$ cat src/rtl/ram_arb_pkg.sv
// Shared types and constants for the two-port RAM arbiter.
package ram_arb_pkg;

   localparam int unsigned RAM_ADDR_W = 16;
   localparam int unsigned RAM_DATA_W = 32;

   localparam logic PORT_FETCH = 1'b0;
   localparam logic PORT_DATA  = 1'b1;

   typedef enum logic [1:0] {
      IDLE   = 2'd0,
      ACCESS = 2'd1,
      RESP   = 2'd2
   } ram_arb_state_t;

endpackage

$ cat src/rtl/ram_arb_pick.sv
// Combinational 2-way grant picker.
// RAM_ARB_ROUND_ROBIN_EN selects round-robin tie-break; default is fixed port-0 priority.
module ram_arb_pick
   import ram_arb_pkg::*;
(
`ifdef RAM_ARB_ROUND_ROBIN_EN
   input  logic last_i,
`endif
   input  logic p0_req_i,
   input  logic p1_req_i,
   output logic any_o,
   output logic grant_o
);

   always_comb begin
      any_o   = p0_req_i | p1_req_i;
      grant_o = PORT_FETCH;
      if (p0_req_i && p1_req_i) begin
`ifdef RAM_ARB_ROUND_ROBIN_EN
         // On a tie the port not served last wins.
         grant_o = ~last_i;
`else
         grant_o = PORT_FETCH;
`endif
      end else if (p1_req_i) begin
         grant_o = PORT_DATA;
      end
   end

endmodule

$ cat src/rtl/ram_arbiter_2port.sv
// Two-requester arbiter/sequencer for RAM_32bit_16aline: IDLE -> ACCESS -> RESP per access.
// RAM_ARB_ROUND_ROBIN_EN enables round-robin arbitration with a last-served register.
module ram_arbiter_2port
   import ram_arb_pkg::*;
#(
   parameter int unsigned ADDR_W = RAM_ADDR_W,
   parameter int unsigned DATA_W = RAM_DATA_W
) (
   input  logic              clk,
   input  logic              reset,
   input  logic              p0_req,
   input  logic              p0_is_write,
   input  logic [ADDR_W-1:0] p0_address,
   input  logic [DATA_W-1:0] p0_in,
   output logic              p0_ack,
   output logic [DATA_W-1:0] p0_out,
   input  logic              p1_req,
   input  logic              p1_is_write,
   input  logic [ADDR_W-1:0] p1_address,
   input  logic [DATA_W-1:0] p1_in,
   output logic              p1_ack,
   output logic [DATA_W-1:0] p1_out,
   output logic [ADDR_W-1:0] ram_address,
   output logic [DATA_W-1:0] ram_in,
   output logic              ram_is_write,
   input  logic [DATA_W-1:0] ram_out
);

   ram_arb_state_t    state_q, state_d;
   logic              sel_q, sel_d;
   logic              p0_ack_q, p0_ack_d;
   logic              p1_ack_q, p1_ack_d;
   logic [DATA_W-1:0] p0_out_q, p0_out_d;
   logic [DATA_W-1:0] p1_out_q, p1_out_d;
   logic              any_req;
   logic              grant;

`ifdef RAM_ARB_ROUND_ROBIN_EN
   logic last_q, last_d;
`endif

   ram_arb_pick u_pick (
`ifdef RAM_ARB_ROUND_ROBIN_EN
      .last_i   (last_q),
`endif
      .p0_req_i (p0_req),
      .p1_req_i (p1_req),
      .any_o    (any_req),
      .grant_o  (grant)
   );

   always_ff @(posedge clk or posedge reset) begin
      if (reset) begin
         state_q  <= IDLE;
         sel_q    <= PORT_FETCH;
         p0_ack_q <= 1'b0;
         p1_ack_q <= 1'b0;
         p0_out_q <= '0;
         p1_out_q <= '0;
`ifdef RAM_ARB_ROUND_ROBIN_EN
         last_q   <= PORT_FETCH;
`endif
      end else begin
         state_q  <= state_d;
         sel_q    <= sel_d;
         p0_ack_q <= p0_ack_d;
         p1_ack_q <= p1_ack_d;
         p0_out_q <= p0_out_d;
         p1_out_q <= p1_out_d;
`ifdef RAM_ARB_ROUND_ROBIN_EN
         last_q   <= last_d;
`endif
      end
   end

   // RAM controls are decoded from state so reset kills a write immediately.
   always_comb begin
      state_d      = state_q;
      sel_d        = sel_q;
      p0_ack_d     = 1'b0;
      p1_ack_d     = 1'b0;
      p0_out_d     = p0_out_q;
      p1_out_d     = p1_out_q;
      ram_address  = p0_address;
      ram_in       = p0_in;
      ram_is_write = 1'b0;
`ifdef RAM_ARB_ROUND_ROBIN_EN
      last_d       = last_q;
`endif
      unique case (state_q)
         IDLE: begin
            if (any_req) begin
               sel_d   = grant;
               state_d = ACCESS;
            end
         end
         ACCESS: begin
            if (sel_q == PORT_DATA) begin
               ram_address  = p1_address;
               ram_in       = p1_in;
               ram_is_write = p1_is_write;
               p1_out_d     = ram_out;
               p1_ack_d     = 1'b1;
            end else begin
               ram_address  = p0_address;
               ram_in       = p0_in;
               ram_is_write = p0_is_write;
               p0_out_d     = ram_out;
               p0_ack_d     = 1'b1;
            end
`ifdef RAM_ARB_ROUND_ROBIN_EN
            last_d  = sel_q;
`endif
            state_d = RESP;
         end
         RESP: begin
            state_d = IDLE;
         end
         default: begin
            state_d = IDLE;
         end
      endcase
   end

   assign p0_ack = p0_ack_q;
   assign p1_ack = p1_ack_q;
   assign p0_out = p0_out_q;
   assign p1_out = p1_out_q;

endmodule

$ cat config.mk
export PLATFORM = sky130hd
export DESIGN_NAME = ram_arbiter_2port
export DESIGN_NICKNAME = d
export VERILOG_FILES = /design/src/rtl/ram_arb_pkg.sv /design/src/rtl/ram_arb_pick.sv /design/src/rtl/ram_arbiter_2port.sv
export SDC_FILE = /design/constraint.sdc
export NUM_CORES = 1
export LEC_CHECK = 0
export ABC_CLOCK_PERIOD_IN_PS = 5600
export CORE_MARGIN = 3
export CORE_UTILIZATION = 38
export DETAILED_ROUTE_END_ITERATION = 16
export GPL_ROUTABILITY_DRIVEN = 1
export PLACE_DENSITY = 0.95
export SYNTH_ARGS = -nofsm -noshare
export SYNTH_HDL_FRONTEND = slang
export SYNTH_SLANG_ARGS = --single-unit
export TNS_END_PERCENT = 5
$ cat constraint.sdc
create_clock -name clk -period 5.6 [get_ports clk]
set_clock_uncertainty 0.05 [all_clocks]
set_input_delay 0.84 -clock clk [delete_from_list [all_inputs] [get_ports clk]]
set_output_delay 0.84 -clock clk [all_outputs]
set_load 0.01 [all_outputs]
## Word level (Yosys, flattened, before mapping)

Index checks and enable logic that the tools add are counted.

- Equal/unequal tests: 2
- Bitwise operators: 2
- Reductions and logical operators: 5
- Muxes and demuxes: 14

Operators with widths:

| kind | number |
|---|---|
| two-way mux 32 bit | 2 |
| two-way mux 16 bit | 2 |
| two-way mux 1 bit | 8 |
| AND reduction 2 bit | 3 |
| case mux 2 bit (2 select lines) | 1 |
| == test 2 x 1 -> 1 bit, second input constant | 1 |
| logical NOT 2 bit | 1 |
| two-way mux 2 bit | 1 |
| inequality test 2 bit, second input constant | 1 |
| logical AND 1 bit | 1 |
| inverter 1 bit | 1 |
| OR 1 bit | 1 |

- Output and inout port bits: 115
- Input port bits: 134
- Word-level logic and storage cells: 29
- Register bits: 69

## Logic depth before layout (Yosys ltp)

- Word-level depth: 3
- Gate-level depth with buffers: 4
- Mapped depth without buffers: 2

## Modules after synthesis

From an unflattened synthesis, not the netlist that was laid out.

- Cell total of the unflattened synthesis: 204
- Area total of the unflattened synthesis: 3,573.4 sq um

Modules (own cells, without submodules):

| module | cells each | times used | area each (sq um) | seq. area each (sq um) |
|---|---|---|---|---|
| ram_arbiter_2port | 202 | 1 | 3,560.9 | 1,726.7 |
| ram_arb_pick | 2 | 1 | 12.5 | 0.0 |

## Worst setup path after synthesis

Ideal clock, no wire load.

- Kind: reg-to-output
- Start: register state_q[1]
- End: output ram_address[0]
- Required time: 4,710 ps
- Data arrival time: 1,226 ps
- Stages on the path, launching flop included: 5
- Path buffers: 2
- Setup slack: 3,484 ps
- Cells stage by stage: dfrtp_1 > nand3b_1 > buf_6 > buf_12 > mux2_4

- Cells in the longest elaborated chain, start to end: 2

Ends and longest elaborated chain:

| what | line | source |
|---|---|---|
| start, declared | ram_arbiter_2port.sv:29 | `ram_arb_state_t state_q, state_d;` |
| start signal, assigned | ram_arbiter_2port.sv:64 | `state_q <= state_d;` |
| == test 2 x 1 -> 1 bit | ram_arbiter_2port.sv:90 | `unique case (state_q)` |
| two-way mux 16 bit | ram_arbiter_2port.sv:90 |  |
| end, declared | ram_arbiter_2port.sv:23 | `output logic [ADDR_W-1:0] ram_address,` |

Every way passes these cells.

## Worst setup path after layout

- Start: register state_q[1]
- End: output ram_address[15]

Same word-level chain as after synthesis.

==> results by group <==
Outcome
  – Status: complete, no violations

Placed design
  – Placed cell areas: 0.00602 mm2
  – RD Place Congestion: 0.791
  – Post-DP HPWL: 9.40 mm
  – Port Buffers: 248
  – Post-place setup slack: 2570 ps

Critical path
  – Crit Path Category: flop to output pin
  – Worst EP arrival: 2500 ps
  – Reg2reg path depth: 3
  – Reg2reg start: sel_q$_DFFE_PP0P_
  – Required time of the critical path: 4710 ps
  – Worst R2R End: p0_out[21]$_DFFE_PP0P_
  – Worst-path maximum fanout: 44
  – R2r setup slk: 3410 ps
  – Endpoint class of the critical path: output pin
  – Setup crit start kind: flop

Timing
  – Final Cycle Share: 60.5%
  – F_max: 0.295 GHz
  – Setup TNS: 0 ps
  – Final Critical Period: 3390 ps
  – Setup-failing EPs final: 0
  – Worst Setup Slack, final: 2210 ps
  – Worst slew pin tran: 928 ps
  – RSZ-0062 raised after global routing: no
  – Final Max Tran Viols: 0
  – Final hold vios: 0
  – Relative slew slack: 38.1%

Cells and area
  – Layout area overhead: 73.9%
  – Ant. Diodes: 0
  – Share of layout cells above drive strength 1: 28.9%
  – Cell area after layout: 0.00621 mm2
  – Nets: 589

Route
  – Via density: 4.76
  – Final WL: 11.9 mm
  – Pre-Repair DR Iteration Count: 4
  – DRT antenna net count: 0
  – Post-route DRC: 0
  – Routed WL per cell: 20.9 um
  – Drt initial violations: 46
  – Vias: 2706

Synth
  – Synth unique cells: 15
  – Post-synthesis sequential area ratio: 48.3%
  – Mapped Cells: 204
  – Synth Cell Area: 0.00357 mm2
  – Flops & latches, synth: 69
  – Synthesized area per cell: 17.5 um2
  – Warnings, synthesis: 0
  – Syn nets: 338

Global routing
  – Grt ovf: 0
  – Total GRT Usage: 21.1%
  – First-pass GRT wire length: 16.7 mm
  – Largest net degree at the start of global routing: 70
  – Vias in the first global route: 3006
  – Initial antenna violation count: 0

Floorplan
  – Die span in x: 103 um
  – Initial Util: 40.0%
  – # IOs: 249
  – Full die area: 0.0106 mm2
  – Core ar.: 0.00893 mm2
  – FP Rows: 34
  – Die height: 103 um

CTS
  – Reg clk slew, reported paths: 80 ps
  – Clock Sink Count: 69
  – Post-CTS Setup Inserts: 0
  – Clock Latency Late Sink: 320 ps
  – CTS Buffer Depth: 2
  – Htree depth: 3
  – Cts bufs inserted: 9
  – CTS Hold Buffers Added: 0
  – Root Driver: clkbuf_8
  – Post-CTS Resized: 0
  – CTS tree: done

Min path
  – Hold Crit Start: p0_out[29]$_DFFE_PP0P_
  – Hold Crit Depth: 1
  – Worst Hold Class: flop to flop
  – Hold Crit Endpoint: p0_out[29]$_DFFE_PP0P_

Power and ir drop
  – Leakage: 2.80 nW
  – Cell Pwr Density: 498 mW/mm2
  – Peak supply drop: 0.000300 V

Run
  – MaxCap Viol Count: 0
cells in the mapped netlist, drive strengths merged:
library cell	n	area (um2)
nor2b	2	12.5
nor2	1	3.75
buf	12	205
mux2	112	1560
nor3b	2	26.3
nand3b	1	7.51
o21a	1	7.51
dfrtp	69	1730
inv	2	7.51
a2bb2oi	1	8.76
mux2i	1	10.0
flip-flops by register name, summed over array words and instances (netlist names):
name,count
state_q,2
p0_ack,1
p1_out,32
p1_ack,1
sel_q,1
p0_out,32
placed cells by master, fill, tap and decap left out:
master	synthesis	final
mux2_4	79	79
clkinv_2	0	2
buf_4	0	4
nand3b_1	1	1
bufinv_16	0	1
clkinv_4	0	1
a2bb2oi_1	1	1
nor2_1	1	1
nor3b_1	1	1
inv_1	2	1
inv_6	0	2
nor2b_1	2	2
mux2_2	32	32
nor3b_4	1	1
clkinvlp_4	0	1
dfrtp_1	69	69
clkbuf_8	0	9
clkdlybuf4s50_1	0	248
o21a_1	1	1
mux2_1	1	1
mux2i_1	1	1
inv_2	0	1
cells by family after synthesis:
| group | synth area share (%) |
|---|---|
| muxes | 43.9 |
| DFF | 48.3 |
| buffers and inverters | 5.95 |
| and+or+nand+nor | 1.40 |
| AOI/OAI and AO/OA | 0.455 |
per-stage QoR:
stage | power, mW | util, % | cells | hold slack [ps]
6_report | 3.10 | 69.6 | 568 | 460
5_1_grt | 3.25 | 69.6 | 568 | 478
4_1_cts | 3.14 | 69.6 | 568 | 463
3_5_place_dp | 2.71 | 67.3 | 552 | 443
3_3_place_gp | 2.65 | 67.3 | 552 | 422
2_1_floorplan | 1.89 | - | 204 | 468
routing by layer:
metal  track usage [%]  vias up  routed length [um]
met5                 0        -                   0
li1                  -     1227                   -
met2              40.2      137                6440
met4              6.37        0                 191
met1              21.7     1330                4220
met3              7.17       12                1010
power by group:
part | switching (mW) | leakage (nW) | total, mW | internal (mW)
Clock | 0.198 | 0.100 | 0.406 | 0.208
Combinational | 0.629 | 1.89 | 1.78 | 1.15
Sequential | 0.156 | 0.814 | 0.914 | 0.757
Total | 0.983 | 2.80 | 3.10 | 2.11
critical path, cell delays in order, from the launching register on:
cell and delay, ps:
dfrtp_1 460, nand3b_1 160, buf_4 620, mux2_4 350, clkdlybuf4s50_1 500
layout make-up:
| cell class | instances | area [um2] |
|---|---|---|
| Clock buffer | 9 | 124 |
| Clock inverter | 7 | 73.8 |
| Fill cell | 643 | 2720 |
| Inverter | 2 | 7.51 |
| Multi-Input combinational cell | 121 | 1630 |
| Sequential cell | 69 | 1730 |
| Tap cell | 108 | 135 |
| Timing Repair Buffer | 252 | 2510 |
how the worst max path moves through the flow:
stage	startpoint	endpoint	slack (ps)
6_report	state_q[1]$_DFFE_PP0P_	ram_address[15]	2210
5_1_grt	state_q[1]$_DFFE_PP0P_	ram_in[11]	2100
4_1_cts	state_q[1]$_DFFE_PP0P_	ram_in[11]	2190
3_5_place_dp	state_q[1]$_DFFE_PP0P_	ram_in[11]	2570
3_3_place_gp	state_q[1]$_DFFE_PP0P_	ram_in[11]	2590
2_1_floorplan	reset	p0_ack$_DFF_PP0_	2970
Power figures use the tool's default switching activity.
==> edit 1, RTL diff (same settings) <==
`RAM_ADDR_W`: 16 -> 15.
--- a/src/rtl/ram_arb_pkg.sv
+++ b/src/rtl/ram_arb_pkg.sv
@@ -3,3 +3,3 @@
 
-   localparam int unsigned RAM_ADDR_W = 16;
+   localparam int unsigned RAM_ADDR_W = 15;
    localparam int unsigned RAM_DATA_W = 32;
Ports: changed (resized p0_address, p1_address and ram_address); port bits go from 249 to 246. The function was not compared with the original's and may differ.
==> edit 1 against the original RTL <==
  * Area after synthesis is 0.32% lower
  * Register-to-register slack better by 0.07 ns
  * Sequential cell count stayed put
  * Wire length is 7.8% lower
  * Synthesized cell count decreased by 0.49%
  * Setup slack got worse by 0.21 ns
  * Maximum frequency shrank 5.9%
  * First-iteration DRC count up 76%
  * Critical path type unchanged
  * Via count about the same
  * Power decreased by 1.8%
  * Highest routed layer unchanged
  * Cell area fell by 0.75%
==> edit 1: results (changes against the original RTL) <==
[outcome]
status = finished, final reports clean

[power_and_ir_drop]
ir_worst_vdd_mv = 0.3165  ; +5.6%
total_leakage_power_uw = 0.002783  ; -0.64%
sw_frac_of_total_pct = 30.81  ; -0.94 points

[synth]
synth_nets = 335  ; -0.89%
seq_area_frac_synth_pct = 48.47  ; +0.15 points
synth.area.top_cells = dfrtp_1 (48%), mux2_4 (33%), mux2_2 (9.8%), buf_12 (4.5%), buf_6 (1.3%)
syn-instance-count = 203  ; -0.49%
synth_common_cells = mux2_4 (79), dfrtp_1 (69), mux2_2 (31)

[drt]
drt_iter0_drc = 81  ; +76%
wl_per_cell_um = 19.45  ; -6.9%
vias_per_cell = 4.805  ; +0.85%
vias = 2705  ; -0.037%

[worst_setup_path]
critPathSlowestCell = nand3b_1
critPathMaxFanout = 45  ; +2.3%
critical_path_arrival_ns = 2.71  ; +0.21 ns

[finish]
fin_area_mm2 = 0.006167  ; -0.75%
layout.nets = 583  ; -1.0%
fill_cells = 618  ; -3.9%

[clocking]
clock-root-buffer = clkbuf_8

[placement]
placed_area_mm2 = 0.005987  ; -0.48%
placed_cells = 548  ; -0.72%
dpl_worst_slack_ns = 2.339  ; -0.2273 ns
port_buffers = 245  ; -1.2%
post-dp-hpwl_mm = 8.802  ; -6.3%

[global_route]
grt_pass1_vias = 2936  ; -2.3%
grt_pass1_wl_mm = 15.90  ; -4.8%

[timing]
relSlewSlack_pct = 43.74  ; +5.7 points

-- edit 1: cell count changes after synthesis --
cell,before,now
mux2_2,32,31
-- edit 1: layer usage --
| metal | wire length (um) | track usage, % | part of all wire [%] | up-vias |
|---|---|---|---|---|
| li1 | - | - | - | 1223 |
| met1 | 3734 | 20.87 | 34 | 1323 |
| met2 | 5998 | 37.29 | 55 | 131 |
| met3 | 883 | 7.442 | 8.1 | 28 |
| met4 | 332 | 6.574 | 3.0 | 0 |
| met5 | 0 | 0 | 0 | - |
-- edit 1: final timing paths --
| kind | from | endpoint | slack, ns | depth (start not counted) |
|---|---|---|---|---|
| min reg2reg | p0_out[10] | p0_out[10] | 0.46 | 1 |
| min in group asynchronous | reset | p1_out[2] | 1.03 | 3 |
| max in group asynchronous | reset | p1_out[17] | 3.91 | 3 |
| max reg2reg | state_q[1] | p1_out[1] | 3.48 | 3 |
| min | p0_out[10] | p0_out[10] | 0.46 | 1 |
| max | state_q[1] | ram_in[6] | 2.00 | 4 |
-- edit 1: layout make-up --
class	instances	share of cell area (%)
Multi-Input combinational cell	120	26.31
Sequential cell	69	28.00
Tap cell	108	2.191
Timing Repair Buffer	249	40.45
Clock buffer	10	2.069
Clock inverter	5	0.8521
Inverter	2	0.1217
-- edit 1: cells by family (layout without fill, tap and decap cells) --
group | Yosys count | after routing | share of synthesized area [%]
DFF | 69 | 69 | 48.47
muxes | 112 | 112 | 43.70
buffers and inverters | 14 | 266 | 5.971
and+or+nand+nor | 6 | 6 | 1.405
AOI/OAI and AO/OA | 2 | 2 | 0.4567
-- edit 1: power by group through the flow --
stage	logic, uW	clock network (uW)	registers, uW
final	1750	376	911
after global routing	1850	412	943
after CTS	1770	389	915
after detailed placement	1770	0	917
after global placement	1730	0	897
after floorplan	870	0	1010
==> edit 2, RTL diff (same flow settings) <==
Made on the original files. Re-encode `ram_arb_state_t` (3 states) as one-hot, 3 bits wide.
--- a/src/rtl/ram_arb_pkg.sv
+++ b/src/rtl/ram_arb_pkg.sv
@@ -9,6 +9,6 @@
 
-   typedef enum logic [1:0] {
-      IDLE   = 2'd0,
-      ACCESS = 2'd1,
-      RESP   = 2'd2
+   typedef enum logic [2:0] {
+      IDLE   = 3'b001,
+      ACCESS = 3'b010,
+      RESP   = 3'b100
    } ram_arb_state_t;
Behaviour: same outputs for any inputs over 10 cycles, from zero or initial values and one cycle with reset high; not proved beyond that.
==> edit 2 against the original RTL <==
  * Area after synthesis increased by 1.3%
  * Cell area increased by 1.8%
  * Setup slack got worse by 0.56 ns
  * Cell count increased by 3.7%
  * Wire length decreased by 3.4%
  * Non-clock buffer count decreased by 2
  * Power decreased by 8.4%
  * Sequential cell count increased by 1
  * Largest cell class unchanged
==> edit 2: results (changes against the original RTL) <==
[synth]
synth_compound_area_share_pct = 0.8296  ; +0.37 points
synth_common_cells = mux2_4 (79), dfrtp_1 (69), mux2_2 (23)
netlist.area_leader.share_pct = 47.70  ; -0.62 points
muxShareOfSynthArea_pct = 43.31  ; -0.56 points
yosysUniqueCellTypes = 21  ; +6
synth_nets = 343  ; +1.5%
synth.area.top_cells = dfrtp_1 (48%), mux2_4 (33%), mux2_2 (7.2%), buf_12 (5.0%), mux2_1 (3.1%)

[placement]
placed_area_mm2 = 0.006072  ; +0.94%
post-dp-hpwl_mm = 8.973  ; -4.5%
dpl_worst_slack_ns = 1.990  ; -0.5763 ns
gp_congestion = 0.8567  ; +8.4%

[global_route]
grt_max_degree = 71  ; +1.4%
grt_pass1_vias = 3053  ; +1.6%
grt_pass1_wl_mm = 17.94  ; +7.4%
track_usage_pct = 21.13  ; about the same

[finish]
drive_gt1_share_pct = 27.43  ; -1.5 points
layout.nets = 592  ; +0.51%

[worst_setup_path]
critical_path_arrival_ns = 3.05  ; +0.55 ns
critPathMaxFanout = 63  ; +43%
cpLargestDelayFamily = simple AND/OR/NAND/NOR gates
critPathSlowestCell = and2_4

[power_and_ir_drop]
total_leakage_power_uw = 0.002669  ; -4.7%
ir_worst_vdd_mv = 0.3345  ; +12%

[outcome]
status = finished, final reports clean

[drt]
wl_per_cell_um = 19.46  ; -6.9%

[worst_hold_path]
min_from = p0_out[19]

-- edit 2: where the power goes --
group	total, uW	switching, uW	internal [uW]	leakage, uW
logic	1430	491	940	0.00170
clock network	506	195	312	0.000125
registers	901	144	757	0.000849
-- edit 2: worst paths after layout --
path                                    to  slack [ns]  cells after the start
worst max-delay path             ram_in[7]        1.66                      5
worst min-delay path            p0_out[19]        0.44                      1
worst max register to register  p1_out[19]        2.76                      5
worst min register to register  p0_out[19]        0.44                      1
max in group asynchronous       state_q[2]        3.84                      3
min in group asynchronous       p0_out[16]        1.07                      3
-- edit 2: cell families (layout without fill, tap and decap cells) --
group           Yosys count  count (layout)
mux                     113             113
compound gates            5               5
simple gates              7               7
flops                    70              70
buf+inv                  14             268
-- edit 2: area by class of cell --
| cell class | instances | area (um^2) |
|---|---|---|
| Sequential cell | 70 | 1753 |
| Timing Repair Buffer | 250 | 2497 |
| Clock inverter | 6 | 117.6 |
| Fill cell | 595 | 2649 |
| Inverter | 2 | 7.507 |
| Multi-Input combinational cell | 125 | 1657 |
| Clock buffer | 10 | 137.6 |
| Tap cell | 126 | 157.7 |
-- edit 2: per-layer routing --
metal	track usage, %	vias up	wire length, um
li1	-	1244	-
met1	23.15	1293	4325
met2	39.07	130	6192
met3	7.836	11	836
met4	4.368	0	109
met5	0	-	0
-- edit 2: through the flow --
step | total power (uW) | std cells | util, %
final | 2838 | 589 | 70.49
after CTS | 2871 | 589 | 70.49
after global routing | 2980 | 589 | 70.49
after detailed placement | 2349 | 573 | 67.65
after floorplan | 1603 | 209 | -
after global placement | 2298 | 573 | 67.65
-- edit 2: worst reg2reg max path: stages, from the launching register on --
cell     delay (ns)
dfrtp_1        0.40
or3b_4         0.44
inv_2          0.07
and2_4         0.89
buf_4          0.53
mux2_4         0.35
